--- src/rtl/instr_decode_queue.sv ---
// RV32I decode feeding a DEPTH-entry FIFO of {instr, pc, class, id, illegal}; one-cycle push-to-head latency, no bypass.
// in_ready_o falls only when full (a pop in that cycle does not free a slot); flush/reset empty the queue next cycle.
`ifndef INST_ID_LEN
`define INST_ID_LEN  6
`define NONE_ID      6'd0
`define ADDI_ID      6'd1
`define SLTI_ID      6'd2
`define SLTIU_ID     6'd3
`define XORI_ID      6'd4
`define ORI_ID       6'd5
`define ANDI_ID      6'd6
`define SLLI_ID      6'd7
`define SRLI_ID      6'd8
`define SRAI_ID      6'd9
`define ADD_ID       6'd10
`define SUB_ID       6'd11
`define SLL_ID       6'd12
`define SLT_ID       6'd13
`define SLTU_ID      6'd14
`define XOR_ID       6'd15
`define SRL_ID       6'd16
`define SRA_ID       6'd17
`define OR_ID        6'd18
`define AND_ID       6'd19
`define LUI_ID       6'd20
`define AUIPC_ID     6'd21
`define LB_ID        6'd22
`define LH_ID        6'd23
`define LW_ID        6'd24
`define LBU_ID       6'd25
`define LHU_ID       6'd26
`define SB_ID        6'd27
`define SH_ID        6'd28
`define SW_ID        6'd29
`define BRANCH_ID    6'd30
`define JAL_ID       6'd31
`define JALR_ID      6'd32
`define MISC_MEM_ID  6'd33
`define SYSTEM_ID    6'd34
`endif

module instr_decode_queue #(
   parameter int XLEN  = 32,
   parameter int DEPTH = 4,
   parameter int CNT_W = $clog2(DEPTH + 1)
) (
   input  logic                    clk_i,
   input  logic                    rst_i,
   input  logic                    flush_i,
   input  logic                    in_valid_i,
   output logic                    in_ready_o,
   input  logic [31:0]             instr_i,
   input  logic [XLEN-1:0]         pc_i,
   output logic                    out_valid_o,
   input  logic                    out_ready_i,
   output logic [31:0]             instr_o,
   output logic [XLEN-1:0]         pc_o,
   output logic [3:0]              opclass_o,
   output logic [`INST_ID_LEN-1:0] instr_id_o,
   output logic                    illegal_o,
   output logic [CNT_W-1:0]        count_o
);
   localparam int PTR_W = $clog2(DEPTH);

   logic [6:0] opcode;
   logic [2:0] f3;
   logic [6:0] f7;
   logic [3:0] dec_cls;
   logic [`INST_ID_LEN-1:0] dec_id;
   logic dec_ill;

   assign opcode = instr_i[6:0];
   assign f3     = instr_i[14:12];
   assign f7     = instr_i[31:25];

   always_comb begin
      dec_cls = 4'd0;
      dec_id  = `NONE_ID;
      dec_ill = 1'b0;
      case (opcode)
         7'b0010011: begin
            dec_cls = 4'd1;
            case (f3)
               3'b000: dec_id = `ADDI_ID;
               3'b010: dec_id = `SLTI_ID;
               3'b011: dec_id = `SLTIU_ID;
               3'b100: dec_id = `XORI_ID;
               3'b110: dec_id = `ORI_ID;
               3'b111: dec_id = `ANDI_ID;
               3'b001: begin
                  dec_id  = `SLLI_ID;
                  dec_ill = (f7 != 7'b0000000);
               end
               default: begin
                  dec_id  = (f7 == 7'b0100000) ? `SRAI_ID : `SRLI_ID;
                  dec_ill = (f7 != 7'b0000000) && (f7 != 7'b0100000);
               end
            endcase
         end
         7'b0110011: begin
            dec_cls = 4'd2;
            if (f7 == 7'b0000000) begin
               case (f3)
                  3'b000:  dec_id = `ADD_ID;
                  3'b001:  dec_id = `SLL_ID;
                  3'b010:  dec_id = `SLT_ID;
                  3'b011:  dec_id = `SLTU_ID;
                  3'b100:  dec_id = `XOR_ID;
                  3'b101:  dec_id = `SRL_ID;
                  3'b110:  dec_id = `OR_ID;
                  default: dec_id = `AND_ID;
               endcase
            end else if (f7 == 7'b0100000 && f3 == 3'b000) begin
               dec_id = `SUB_ID;
            end else if (f7 == 7'b0100000 && f3 == 3'b101) begin
               dec_id = `SRA_ID;
            end else begin
               dec_ill = 1'b1;
            end
         end
         7'b0110111: begin dec_cls = 4'd3; dec_id = `LUI_ID;   end
         7'b0010111: begin dec_cls = 4'd4; dec_id = `AUIPC_ID; end
         7'b0000011: begin
            dec_cls = 4'd5;
            case (f3)
               3'b000:  dec_id = `LB_ID;
               3'b001:  dec_id = `LH_ID;
               3'b010:  dec_id = `LW_ID;
               3'b100:  dec_id = `LBU_ID;
               3'b101:  dec_id = `LHU_ID;
               default: dec_ill = 1'b1;
            endcase
         end
         7'b0100011: begin
            dec_cls = 4'd6;
            case (f3)
               3'b000:  dec_id = `SB_ID;
               3'b001:  dec_id = `SH_ID;
               3'b010:  dec_id = `SW_ID;
               default: dec_ill = 1'b1;
            endcase
         end
         7'b1100011: begin
            dec_cls = 4'd7;
            dec_id  = `BRANCH_ID;
            dec_ill = (f3 == 3'b010) || (f3 == 3'b011);
         end
         7'b1101111: begin dec_cls = 4'd8; dec_id = `JAL_ID; end
         7'b1100111: begin
            dec_cls = 4'd9;
            dec_id  = `JALR_ID;
            dec_ill = (f3 != 3'b000);
         end
         7'b0001111: begin dec_cls = 4'd10; dec_id = `MISC_MEM_ID; end
         7'b1110011: begin dec_cls = 4'd11; dec_id = `SYSTEM_ID;   end
         default:    dec_ill = 1'b1;
      endcase
      if (dec_ill) begin
         dec_cls = 4'd0;
         dec_id  = `NONE_ID;
      end
   end

   logic [31:0]             instr_q [DEPTH];
   logic [XLEN-1:0]         pc_q    [DEPTH];
   logic [3:0]              cls_q   [DEPTH];
   logic [`INST_ID_LEN-1:0] id_q    [DEPTH];
   logic                    ill_q   [DEPTH];
   logic [PTR_W-1:0]        wr_ptr_q, wr_ptr_d, rd_ptr_q, rd_ptr_d;
   logic [CNT_W-1:0]        count_q, count_d;
   logic                    push, pop;

   assign in_ready_o  = (count_q != CNT_W'(DEPTH));
   assign out_valid_o = (count_q != '0);
   assign push        = in_valid_i & in_ready_o;
   assign pop         = out_valid_o & out_ready_i;

   always_comb begin
      wr_ptr_d = push ? wr_ptr_q + PTR_W'(1) : wr_ptr_q;
      rd_ptr_d = pop  ? rd_ptr_q + PTR_W'(1) : rd_ptr_q;
      count_d  = count_q;
      if (push && !pop) count_d = count_q + CNT_W'(1);
      if (pop && !push) count_d = count_q - CNT_W'(1);
      if (flush_i) begin
         wr_ptr_d = '0;
         rd_ptr_d = '0;
         count_d  = '0;
      end
   end

   always_ff @(posedge clk_i) begin
      if (rst_i) begin
         wr_ptr_q <= '0;
         rd_ptr_q <= '0;
         count_q  <= '0;
      end else begin
         wr_ptr_q <= wr_ptr_d;
         rd_ptr_q <= rd_ptr_d;
         count_q  <= count_d;
      end
   end

   // Payload storage needs no reset: it is only observed while out_valid_o is high.
   always_ff @(posedge clk_i) begin
      if (push && !flush_i && !rst_i) begin
         instr_q[wr_ptr_q] <= instr_i;
         pc_q[wr_ptr_q]    <= pc_i;
         cls_q[wr_ptr_q]   <= dec_cls;
         id_q[wr_ptr_q]    <= dec_id;
         ill_q[wr_ptr_q]   <= dec_ill;
      end
   end

   assign instr_o    = instr_q[rd_ptr_q];
   assign pc_o       = pc_q[rd_ptr_q];
   assign opclass_o  = cls_q[rd_ptr_q];
   assign instr_id_o = id_q[rd_ptr_q];
   assign illegal_o  = ill_q[rd_ptr_q];
   assign count_o    = count_q;
endmodule
--- config.mk ---
export PLATFORM = sky130hd
export DESIGN_NAME = instr_decode_queue
export DESIGN_NICKNAME = d
export VERILOG_FILES = /design/src/rtl/instr_decode_queue.sv
export SDC_FILE = /design/constraint.sdc
export NUM_CORES = 1
export LEC_CHECK = 0
export CORE_MARGIN = 5
export CORE_UTILIZATION = 40
export CTS_CLUSTER_SIZE = 12
export DETAILED_ROUTE_END_ITERATION = 10
export GPL_TIMING_DRIVEN = 0
export PLACE_DENSITY = 0.68
export SKIP_CTS_REPAIR_TIMING = 1
export SLEW_MARGIN = 20
export SYNTH_ARGS = -nofsm -noshare
export SYNTH_HDL_FRONTEND = slang
export SYNTH_SLANG_ARGS = --single-unit
--- constraint.sdc ---
create_clock -name clk_i -period 5.8 [get_ports clk_i]
set_input_delay 0.58 -clock clk_i [delete_from_list [all_inputs] [get_ports clk_i]]
set_output_delay 0.58 -clock clk_i [all_outputs]
set_load 0.05 [all_outputs]
-- After elaboration in Yosys (flattened, before gate mapping)
Memory sizes are Yosys's and may differ from the RTL's. A register that Yosys moved wholly into a read port is not among the register bits.
Cells that the tools add are included.
- logic and storage cells: 91
- register bits: 7
- memory bits (writable): 300
- memories: 5
- bits of input ports: 69
- output and inout bits: 80
- add/subtract/negate cells: 4
- bitwise logic cells: 2
- equal/unequal tests: 21
- multiplexer cells: 33
- reductions and logical operators: 23
- memories (memory ; depth ; width ; read ports ; clocked after Yosys merged registers in ; write ports ; line ; RTL):
    instr_q ; 4 ; 32 ; 1 ; 1 ; 1 ; 164 ; logic [31:0] instr_q [DEPTH];
    pc_q ; 4 ; 32 ; 1 ; 1 ; 1 ; 165 ; logic [XLEN-1:0] pc_q [DEPTH];
    id_q ; 4 ; 6 ; 1 ; 1 ; 1 ; 167 ; logic [`INST_ID_LEN-1:0] id_q [DEPTH];
    cls_q ; 4 ; 4 ; 1 ; 1 ; 1 ; 166 ; logic [3:0] cls_q [DEPTH];
    ill_q ; 4 ; 1 ; 1 ; 1 ; 1 ; 168 ; logic ill_q [DEPTH];
- operator list (cell ; count):
    $pmux W6 S11 ; 1
    $pmux W4 S11 ; 1
    $pmux W5 S7 ; 1
    $eq A7 B6 Y1 const B ; 4
    $eq A7 B7 Y1 const B ; 4
    $pmux W4 S7 ; 1
    $pmux W5 S5 ; 1
    $mux W2 ; 10
    $pmux W5 S3 ; 1
    $eq A7 B5 Y1 const B ; 2
    $eq A3 B3 Y1 const B ; 4
    $mux W6 ; 2
    $mux W5 ; 2
    $reduce_or A5 Y1 ; 2
    $mux W1 ; 8
    $eq A7 B2 Y1 const B ; 1
    $eq A7 B4 Y1 const B ; 1
    $logic_and A1 B1 Y1 ; 7
    $logic_not A7 Y1 ; 1
    $ne A7 B6 Y1 const B ; 1
    $pmux W1 S7 ; 1
    $reduce_bool A7 Y1 ; 1
    $eq A3 B2 Y1 const B ; 2
    $mux W3 ; 2
    16 further kinds ; 22

-- Logic depth before layout (Yosys ltp)
Gate-level depths: netlist (run 1).
- word-level depth: 7
- mapped depth: 9
- gate-level depth less buffers: 9

-- Worst setup path before layout (run 1)
OpenSTA, ideal clock, no wires.
- path type: reg-to-reg
- start: register count_q[0] (netlist: count_o[0])
- end: memory cls_q[0][0] (enable)
- setup time: 442 ps
- arrival: 3476 ps
- clock period less this slack: 3918 ps
- cell stages (with the launch flop): 6
- path buffers: 0
- data required time: 5358 ps
- path slack: 1882 ps
- cell sequence: dfxtp_1 > inv_1 > nand3_1 > nand2_1 > nor2_1 > and2_1
- word-level cells in the longest chain between the ends: 6
- RTL lines (item ; line ; RTL):
    from (decl) ; 170 ; logic [CNT_W-1:0] count_q, count_d;
    from (signal assigned) ; 199 ; count_q <= count_d;
    $ne A3 B3 Y1 ; 173 ; assign in_ready_o = (count_q != CNT_W'(DEPTH));
    net in_ready_o ; 51 ; output logic in_ready_o,
    $and A1 B1 Y1 ; 175 ; assign push = in_valid_i & in_ready_o;
    $logic_and A1 B1 Y1 (2 in series) ; 205 ; if (push && !flush_i && !rst_i) begin
    $mux W1 ; 205 ;
    $mux W1 (implied by the code) ; 208 ; cls_q[wr_ptr_q] <= dec_cls;
    to (decl) ; 166 ;
The timed path passes the listed nets, and every way through them passes these cells.

==> impl_metrics.ini, run 1 <==
[routing]
post_drt_wl_per_cell_um = 20.6
via_per_inst = 5.20
drc = 0
first_iter_violations = 481
first_pass_iters = 4
vias = 6158
routed_wl_um = 24400
antenna_left = 0

[logic_synthesis]
ys_seq_area_share_pct = 76.3
synth_edf_count = 300
synth_ff_type = edfxtp_1
synthArstFlopShare_pct = 0
avgSynthCellArea_um2 = 20.8
ys_warn_count = 0
synth_area_um2 = 12000
syn_inst = 579
ys_types = 53
ys_ff_latch = 309
syn-num-nets = 654

[sta]
finalCritPeriodShare_pct = 67.9
min_period_ns = 3.94
timing_hold_violations_final = 0
setup_ws_ns = 1.86
setup_violations = 0
tns_ns = 0
rsz0062_at_grt = false
hold_ws_ns = 0.504
drv_slew = 0
slew_headroom_pct = 44.8
clock_skew_ns = 0.0195
tightestPinTransition_ns = 0.822
max_freq_ghz = 0.254

[grt]
grt_max_degree = 47
grt_pass1_vias = 6492
grt_overflow_total = 0
antenna_found_initial = 0
grt_pass1_wl_um = 37900
track_usage_pct = 14.5

[worst_setup_path]
slowest_stage = clkdlybuf4s50_1
cp.arrival_ns = 3.36
endpoint_kind = output pin
critPathMaxStageDelay_ns = 0.89
required_ns = 5.22
cp_max_fo = 10
cp-start-kind = flip-flop
cp_cell_sequence = clkbuf_1, clkbuf_1, mux4_2, clkdlybuf4s50_1
crit_top_cell = clkbuf_1
critPathKind = reg -> out

[cts]
cts-root-buf = clkbuf_16
cts.path.max_buffers = 3
cts_htree_levels = 2
insertion_delay_ns = 0.51
clkTransAtPathRegs_ns = 0.06
cts_buffers = 36
cts_tree = built
clock_sinks = 309

[placement]
gp_congestion = 0.856
numPortBuffers = 148
place_area_um2 = 14100
post-dp-hpwl_um = 15300
place_ws_ns = 2.30

[die]
fp-row-count = 63
start_util_pct = 40.5
core_um2 = 29700
io_pins = 149
die_w_um = 184
die_area_um2 = 33700
fp.dieH_um = 184

[hold_path]
hp-class = reg -> reg

[power_and_ir_drop]
ir_worst_vdd_mv = 0.219
p_int_w = 0.00389
power_w = 0.00491
p_per_area_nw_per_um2 = 321
p_comb_share_pct = 6.2
p_clk_share_pct = 43.4
switching_share_pct = 20.7
p_seq_share_pct = 50.4
p_sw_w = 0.00102
p_leak_nw = 4.82

[layout]
design_area_um2 = 15300
fin_nets = 844
drive_gt1_share_pct = 19.7
n_antenna_cell = 0
area.growth.synth_to_final_pct = 26.7

[run_status]
outcome = finished, final reports clean

[job]
drv_cap = 0
==> metrics by stage <==
step / instances / util (%)
after floorplan: 579 / -
after global placement: 1117 / 47.2
after detailed placement: 1121 / 47.6
after CTS: 1185 / 51.4
after global routing: 1185 / 51.4
final: 1185 / 51.4
==> Yosys cell counts (6+ instances only) <==
cell type / n / area [um2]
edfxtp_1: 300 / 9010
buf_2: 14 / 70.1
a21oi_1: 15 / 75.1
nand2_1: 17 / 63.8
nor2_1: 21 / 78.8
clkbuf_1: 14 / 52.6
o21ai_0: 11 / 55.1
nor3_1: 10 / 50.1
mux4_2: 75 / 1690
inv_1: 11 / 41.3
dfxtp_1: 9 / 180
and2_1: 6 / 37.5
==> power groups by stage <==
stage	Combinational, W	Clock [W]	Sequential [W]
after floorplan	0.000166	0	0.00252
after detailed placement	0.000306	0	0.00252
final	0.000304	0.00213	0.00247
after global placement	0.000300	0	0.00252
after CTS	0.000308	0.00220	0.00247
after global routing	0.000325	0.00229	0.00247
==> final cells by class <==
type / count / area [um2]
fill: 2424 / 14400
timing repair buffer: 152 / 1590
clock inverter: 22 / 186
inverter: 11 / 41.3
tap: 390 / 488
sequential: 309 / 9190
clock buffer: 42 / 945
buffer: 31 / 141
multi-input combinational: 228 / 2690
==> final timing paths <==
kind / start / endpoint / slack, ns / depth (start not counted)
worst max register to register: count_o[0] / ill_q[2] / 3.62 / 6
worst min register to register: wr_ptr_q[1] / wr_ptr_q[1] / 0.50 / 2
worst max-delay path: flip-flop / opclass_o[1] / 1.86 / 4
worst min-delay path: wr_ptr_q[1] / wr_ptr_q[1] / 0.50 / 2
==> worst max-delay path, delay by kind of cell (launching register included) <==
family                 cells  cell delay, ns
multiplexers               1            0.34
flip-flops                 1            0.36
buffers and inverters      3            2.16
==> flip-flops by register name, indices dropped and copies added, names as in the netlist, named ones only <==
name and flops:
instr_q 128, ill_q 4, pc_q 128, id_q 24, wr_ptr_q 2, cls_q 16, count_o 3, rd_ptr_q 2
==> layout by cell type, fill, tap and decap left out, types with 3 or more instances in the layout <==
| cell type | n |
|---|---|
| edfxtp_1 | 300 |
| xnor2_1 | 3 |
| a311oi_1 | 5 |
| mux4_2 | 75 |
| buf_2 | 14 |
| nor2b_1 | 4 |
| inv_1 | 11 |
| dfxtp_1 | 9 |
| nor2_1 | 21 |
| buf_16 | 4 |
| bufinv_16 | 3 |
| clkinv_1 | 10 |
| nand3_1 | 5 |
| and2_4 | 4 |
| nor3_1 | 10 |
| nand2_1 | 17 |
| ha_1 | 5 |
| clkbuf_16 | 37 |
| clkdlybuf4s50_1 | 148 |
| clkinv_2 | 5 |
| or3_1 | 3 |
| o21ai_0 | 11 |
| nand2b_1 | 4 |
| clkbuf_1 | 19 |
| xor2_1 | 5 |
| a21oi_1 | 15 |
==> routing by layer <==
layer  vias to the layer above  wire (um)  GRT usage [%]
met3                        40       1190           2.95
li1                       2777          -              -
met2                       162      12400           24.8
met5                         -          0              0
met1                      3179      10300           19.3
met4                         0        476           3.43
==> cells by family after synthesis <==
logic type	after synthesis	synth area share (%)
AND/OR/NAND/NOR	85	3.78
buffers and inverters	42	1.52
AO/OA/AOI/OAI	51	2.86
XOR/XNOR	9	0.717
flip-flops	309	76.3
adder cells (fa/ha/maj)	8	0.852
multiplexers	75	14.0
Power figures use the tool's default switching activity.
==> inputs of run 2 (changes only) <==
==> constraint.sdc (replaced) <==
create_clock -name clk_i -period 4 [get_ports clk_i]
set_input_delay 0.4 -clock clk_i [delete_from_list [all_inputs] [get_ports clk_i]]
set_output_delay 0.4 -clock clk_i [all_outputs]
set_load 0.05 [all_outputs]
==> results of run 2 <==
The final DEF is identical to that of run 1. Status: finished, final reports clean.
Among the figures that moved: setup slack after placement 2.30 ns -> 0.677 ns; setup slack after layout 1.86 ns -> 0.239 ns; register-to-register setup slack 3.62 ns -> 1.82 ns; total power 0.00491 W -> 0.00712 W; worst IR drop on VDD 0.219 mV -> 0.318 mV
